## src/rtl/gf180mcu_fd_sc_mcu7t5v0_aoi222_arb3.sv

```systemverilog
// Round-robin grant sequencer for a shared 3-input AOI222 read mux; registered grant, 1-edge grant latency from IDLE.
// No backpressure: requests are levels and are never latched, so a requester simply holds REQ until it is served.
module gf180mcu_fd_sc_mcu7t5v0_aoi222_arb3 #(
    parameter int W       = 8,
    parameter int MAXHOLD = 16,
    parameter int GAP     = 1
) (
    input  logic         CLK,
    input  logic         RN,
    input  logic [2:0]   REQ,
    input  logic [W-1:0] D0,
    input  logic [W-1:0] D1,
    input  logic [W-1:0] D2,
    output logic [2:0]   GNT,
    output logic [W-1:0] ZN,
    output logic         VALID,
    output logic         PREEMPT,
    output logic [1:0]   PTR
);

    localparam int HCW = (MAXHOLD == 0) ? 1 : $clog2(MAXHOLD + 1);
    localparam logic [HCW-1:0] HC_SAT  = (MAXHOLD == 0) ? '1 : HCW'(MAXHOLD);
    localparam logic [2:0]     GC_INIT = 3'(GAP);

    localparam logic [1:0] ST_IDLE = 2'd0;
    localparam logic [1:0] ST_OWN  = 2'd1;
    localparam logic [1:0] ST_DEAD = 2'd2;

    logic [1:0]     state;
    logic [HCW-1:0] hc;
    logic [2:0]     gc;

    logic [1:0] ord0, ord1, ord2;
    logic [1:0] win;
    logic       win_vld;
    logic       owner_req;
    logic       timeout;

    function automatic logic [2:0] onehot(input logic [1:0] idx);
        return 3'b001 << idx;
    endfunction

    // Search order starts just after the last winner, so the last owner is always lowest priority.
    always_comb begin
        ord0 = 2'd0;
        ord1 = 2'd1;
        ord2 = 2'd2;
        case (PTR)
            2'd0: begin ord0 = 2'd1; ord1 = 2'd2; ord2 = 2'd0; end
            2'd1: begin ord0 = 2'd2; ord1 = 2'd0; ord2 = 2'd1; end
            default: begin ord0 = 2'd0; ord1 = 2'd1; ord2 = 2'd2; end
        endcase
        win_vld = |REQ;
        win     = ord2;
        if (REQ[ord1]) win = ord1;
        if (REQ[ord0]) win = ord0;
    end

    // While a grant is held PTR names the owner.
    assign owner_req = REQ[PTR];
    assign timeout   = (MAXHOLD != 0) && (hc == HC_SAT);

    always_ff @(posedge CLK) begin
        if (!RN) begin
            state   <= ST_IDLE;
            GNT     <= 3'b000;
            VALID   <= 1'b0;
            PREEMPT <= 1'b0;
            PTR     <= 2'd2;
            hc      <= '0;
            gc      <= 3'd0;
        end else begin
            PREEMPT <= 1'b0;
            case (state)
                ST_IDLE: begin
                    if (win_vld) begin
                        GNT   <= onehot(win);
                        VALID <= 1'b1;
                        PTR   <= win;
                        hc    <= HCW'(1);
                        state <= ST_OWN;
                    end
                end
                ST_OWN: begin
                    // A release on the timeout edge counts as a release, hence PREEMPT follows owner_req.
                    if (!owner_req || timeout) begin
                        GNT     <= 3'b000;
                        VALID   <= 1'b0;
                        PREEMPT <= owner_req;
                        hc      <= '0;
                        gc      <= GC_INIT;
                        state   <= ST_DEAD;
                    end else if (hc != HC_SAT) begin
                        hc <= hc + HCW'(1);
                    end
                end
                ST_DEAD: begin
                    if (gc <= 3'd1) begin
                        gc <= 3'd0;
                        if (win_vld) begin
                            GNT   <= onehot(win);
                            VALID <= 1'b1;
                            PTR   <= win;
                            hc    <= HCW'(1);
                            state <= ST_OWN;
                        end else begin
                            state <= ST_IDLE;
                        end
                    end else begin
                        gc <= gc - 3'd1;
                    end
                end
                default: begin
                    GNT   <= 3'b000;
                    VALID <= 1'b0;
                    state <= ST_IDLE;
                end
            endcase
        end
    end

    always_comb begin
        ZN = ~(({W{GNT[0]}} & D0) | ({W{GNT[1]}} & D1) | ({W{GNT[2]}} & D2));
    end

    a_gnt_onehot: assert property (@(posedge CLK) disable iff (!RN) $onehot0(GNT));

endmodule

```

## config.mk

```make
export PLATFORM = sky130hd
export DESIGN_NAME = gf180mcu_fd_sc_mcu7t5v0_aoi222_arb3
export DESIGN_NICKNAME = d
export VERILOG_FILES = /design/src/rtl/gf180mcu_fd_sc_mcu7t5v0_aoi222_arb3.sv
export SDC_FILE = /design/constraint.sdc
export NUM_CORES = 1
export LEC_CHECK = 0
export CAP_MARGIN = 25
export CORE_MARGIN = 3
export CORE_UTILIZATION = 42
export DETAILED_ROUTE_END_ITERATION = 10
export PLACE_DENSITY = 0.79
export SYNTH_ARGS = -nofsm -noshare
export SYNTH_HDL_FRONTEND = slang
export SYNTH_SLANG_ARGS = --single-unit
```

## constraint.sdc

```tcl
create_clock -name CLK -period 1.7 [get_ports CLK]
set_clock_uncertainty 0.1 [all_clocks]
set_input_delay 0.425 -clock CLK [delete_from_list [all_inputs] [get_ports CLK]]
set_output_delay 0.425 -clock CLK [all_outputs]
set_load 0.05 [all_outputs]
```

==> impl_metrics.tcl <==
set metrics [dict create \
    outcome "complete, but fails checks" \
    violations "setup timing" \
    synth_area_per_cell_um2 8.59 \
    grt_pass1_vias 1304 \
    synthCells 121 \
    min_path_cells 1 \
    finalPower_mw 1.40 \
    antennaDiodeCount 0 \
    crit_type "reg2out" \
    drt-initial-drc-count 62 \
    hold_class "reg2reg" \
    p_int_mw 0.873 \
    htreeDepth 1 \
    clk-insertion-delay-late_ns 0.29 \
    synth.area.top_cells "dfxtp_1, a222oi_1, nand3_1, ha_1, inv_1" \
    netSwitchingFraction_pct 37.6 \
    setup_tns_ns -1.53 \
    rows 17 \
    drive_above_1_share_pct 33.7 \
    p_leak_nw 0.804 \
    grt_pass1_wl_mm 6.28 \
    ant_nets 0 \
    clockBufferDepth 2 \
    p_switching_mw 0.525 \
    setup_viol 8 \
    fin_ws_ns -0.259 \
    power_density_mw_per_mm2 730 \
    start_util_pct 45.7 \
    ff2ff_path_depth 6 \
    path_max_fanout 6 \
    hold_violations 0 \
    rsz0062_at_grt "yes" \
    io_buffers 43 \
    timing.reg2reg.setup_slack_ns 0.08 \
    period_minus_slack_ns 1.96 \
    cts_buffers 3 \
    hpwl_mm 2.84 \
    synth_flop_cell "dfxtp_1" \
    nets 224 \
    synth_nets 154 \
    place_congestion 0.850 \
    final_max_slew_viol_count 0 \
    ys_types 45 \
    die_x_um 55.8 \
    placedCellCount 208 \
    grt_max_degree 11 \
    pwr-share-seq_pct 34.4 \
    crit_slowest_cell "a222oi_1" \
    synth_seq_cells 17 \
    syn_area_mm2 0.00104 \
    ys_seq_area_share_pct 32.7 \
    worstHoldEndpoint "hc[1]$_SDFFE_PN0P_" \
    r2r-end "hc[2]$_SDFFE_PN0P_" \
    cts_root_buf "clkbuf_4" \
    viasPerCell 6.19 \
    peakVddDrop_v 0.000699 \
    cp.arrival_ns 1.43 \
    core_mm2 0.00228 \
    routed_wirelength_mm 3.87 \
    final_cell_count_no_fill 218 \
    comb_power_share_pct 49.9 \
    synth_top_area_share_pct 32.7 \
    die_h_um 55.8 \
    vias 1349 \
    grt_antenna_before_repair 0 \
    fin_crit_sh_pct 115 \
    ys.warnings.count 0 \
    drc 0 \
    synth_async_sr_flop_share_pct 0 \
    cp_top_family "compound AO/OA/AOI/OAI gates" \
    startpoint_type "flop" \
    fin_util_pct 84.2 \
    wl_per_cell_um 17.7 \
    tightest_slew_ns 0.441 \
    required_ns 1.17 \
    hold_path.startpoint "hc[1]$_SDFFE_PN0P_" \
    post_dp_cell_area_mm2 0.00181 \
    crit_buf_inv 2 \
    cts_tree "done" \
    r2r-start "gc[1]$_SDFFE_PN0P_" \
    max_stage_delay_ns 0.43 \
    path_cells "a222oi_1, buf_4, buf_12" \
    drv_cap 0 \
    grt.overflow.total 0 \
    clock_sinks 17 \
    max_freq_ghz 0.511 \
    clkPwrFrac_pct 15.7 \
    ctsHoldBuffers 0 \
    areaGrowthSynthToFinish_pct 84.2 \
    yosysTopAreaCell "dfxtp_1" \
    clkTransAtPathRegs_ns 0.10 \
    die_area_mm2 0.00311 \
    grtUsageTotal_pct 25.4 \
    synth_edf_count 0 \
    drt_first_pass_iters 6 \
    final_cell_area_mm2 0.00192 \
    num_io_pins 44 \
    max_slew_margin_pct 70.4 \
    end_kind "output port" \
]
==> metal layers <==
layer | track usage, % | vias up | part of all wire [%]
met2 | 45.6 | 87 | 50
met1 | 28.7 | 635 | 38
met4 | 10.8 | 0 | 2.2
li1 | - | 617 | -
met5 | 0 | - | 0
met3 | 5.57 | 10 | 9.1
==> cell type report <==
type / count / area, um^2
Multi-Input combinational cell: 88 / 677
Timing Repair Buffer: 71 / 785
Clock buffer: 3 / 22.5
Fill cell: 146 / 360
Tap cell: 28 / 35.0
Sequential cell: 17 / 354
Clock inverter: 1 / 5.00
Inverter: 10 / 37.5
==> cell families after synthesis <==
kind of cell / count (synthesis) / share of synthesized area [%]
AOI/OAI and AO/OA: 41 / 32.0
xor gates and xnor gates: 1 / 0.843
adders and majority gates: 4 / 4.81
buffers and inverters: 16 / 6.38
DFF: 17 / 32.7
muxes: 1 / 0.963
and+or+nand+nor: 41 / 22.3
==> cells in the mapped netlist (2+ instances only) <==
cell	number
a211oi_1	2
a21oi_1	5
a222oi_1	8
a22o_1	3
buf_1	2
buf_2	2
dfxtp_1	17
ha_1	4
inv_1	10
nand2_1	3
nand2b_1	3
nand3_1	12
nand4_1	2
nor2_1	3
nor2b_1	5
nor3_1	3
nor4_1	3
o21a_1	3
o21ai_0	2
o21ai_1	2
o22ai_1	2
o32ai_1	2
==> metrics by stage <==
step                      worst slack, ns  hold slack (ns)
after floorplan                    -0.708            0.378
after global placement             -0.387            0.420
after detailed placement           -0.396            0.427
after CTS                          -0.235            0.457
after global routing               -0.328            0.499
final                              -0.259            0.453
==> registers in the layout (all words and copies together), names as in the netlist <==
name	count
gc	3
hc	5
PTR	2
GNT	3
state	2
PREEMPT	1
VALID	1
==> how the worst max path moves through the flow <==
stage,cells after the start,slack (ns),end,start
floorplan,2,-0.71,ZN[0],GNT[0]$_SDFFE_PN0P_
global placement,4,-0.39,ZN[1],D0[1]
detailed placement,5,-0.40,hc[0]$_SDFFE_PN0P_,REQ[2]
CTS,3,-0.23,ZN[1],GNT[0]$_SDFFE_PN0P_
global route,4,-0.33,ZN[3],GNT[0]$_SDFFE_PN0P_
finish,3,-0.26,ZN[5],GNT[0]$_SDFFE_PN0P_
==> repair_timing <==
item	4_1_cts	5_1_grt
gates resized for setup	37	8
pin swaps	11	12
buffers inserted	6	0
endpoints found under the setup margin	14	16
==> power by group through the flow <==
stage          sequential, mW  combinational (mW)  clock, mW
2_1_floorplan           0.518               0.275          0
3_3_place_gp            0.492               0.642          0
3_5_place_dp            0.494               0.657          0
4_1_cts                 0.479               0.681      0.219
5_1_grt                 0.487               0.733      0.240
6_report                0.481               0.698      0.219
==> placed cells by master, fill, tap and decap left out, types with 2 or more instances in the layout <==
master / synthesis / final
nor4_1: 3 / 3
clkbuf_4: 0 / 3
o22ai_1: 2 / 2
a21oi_1: 5 / 5
nor2b_1: 5 / 4
nor3_1: 3 / 3
nand4_1: 2 / 2
dlygate4sd2_1: 0 / 20
buf_12: 0 / 15
a22o_1: 3 / 3
a222oi_1: 8 / 8
clkdlybuf4s50_1: 0 / 4
clkdlybuf4s15_1: 0 / 4
ha_1: 4 / 3
o21a_1: 3 / 3
dfxtp_2: 0 / 2
inv_1: 10 / 9
nand2b_1: 3 / 3
nand3_1: 12 / 12
o21ai_0: 2 / 2
dfxtp_4: 0 / 3
buf_6: 0 / 5
dfxtp_1: 17 / 12
nand2_1: 3 / 3
o32ai_1: 2 / 2
buf_4: 1 / 23
nor2_1: 3 / 3
Note: power is estimated with default switching activity, not from simulation.
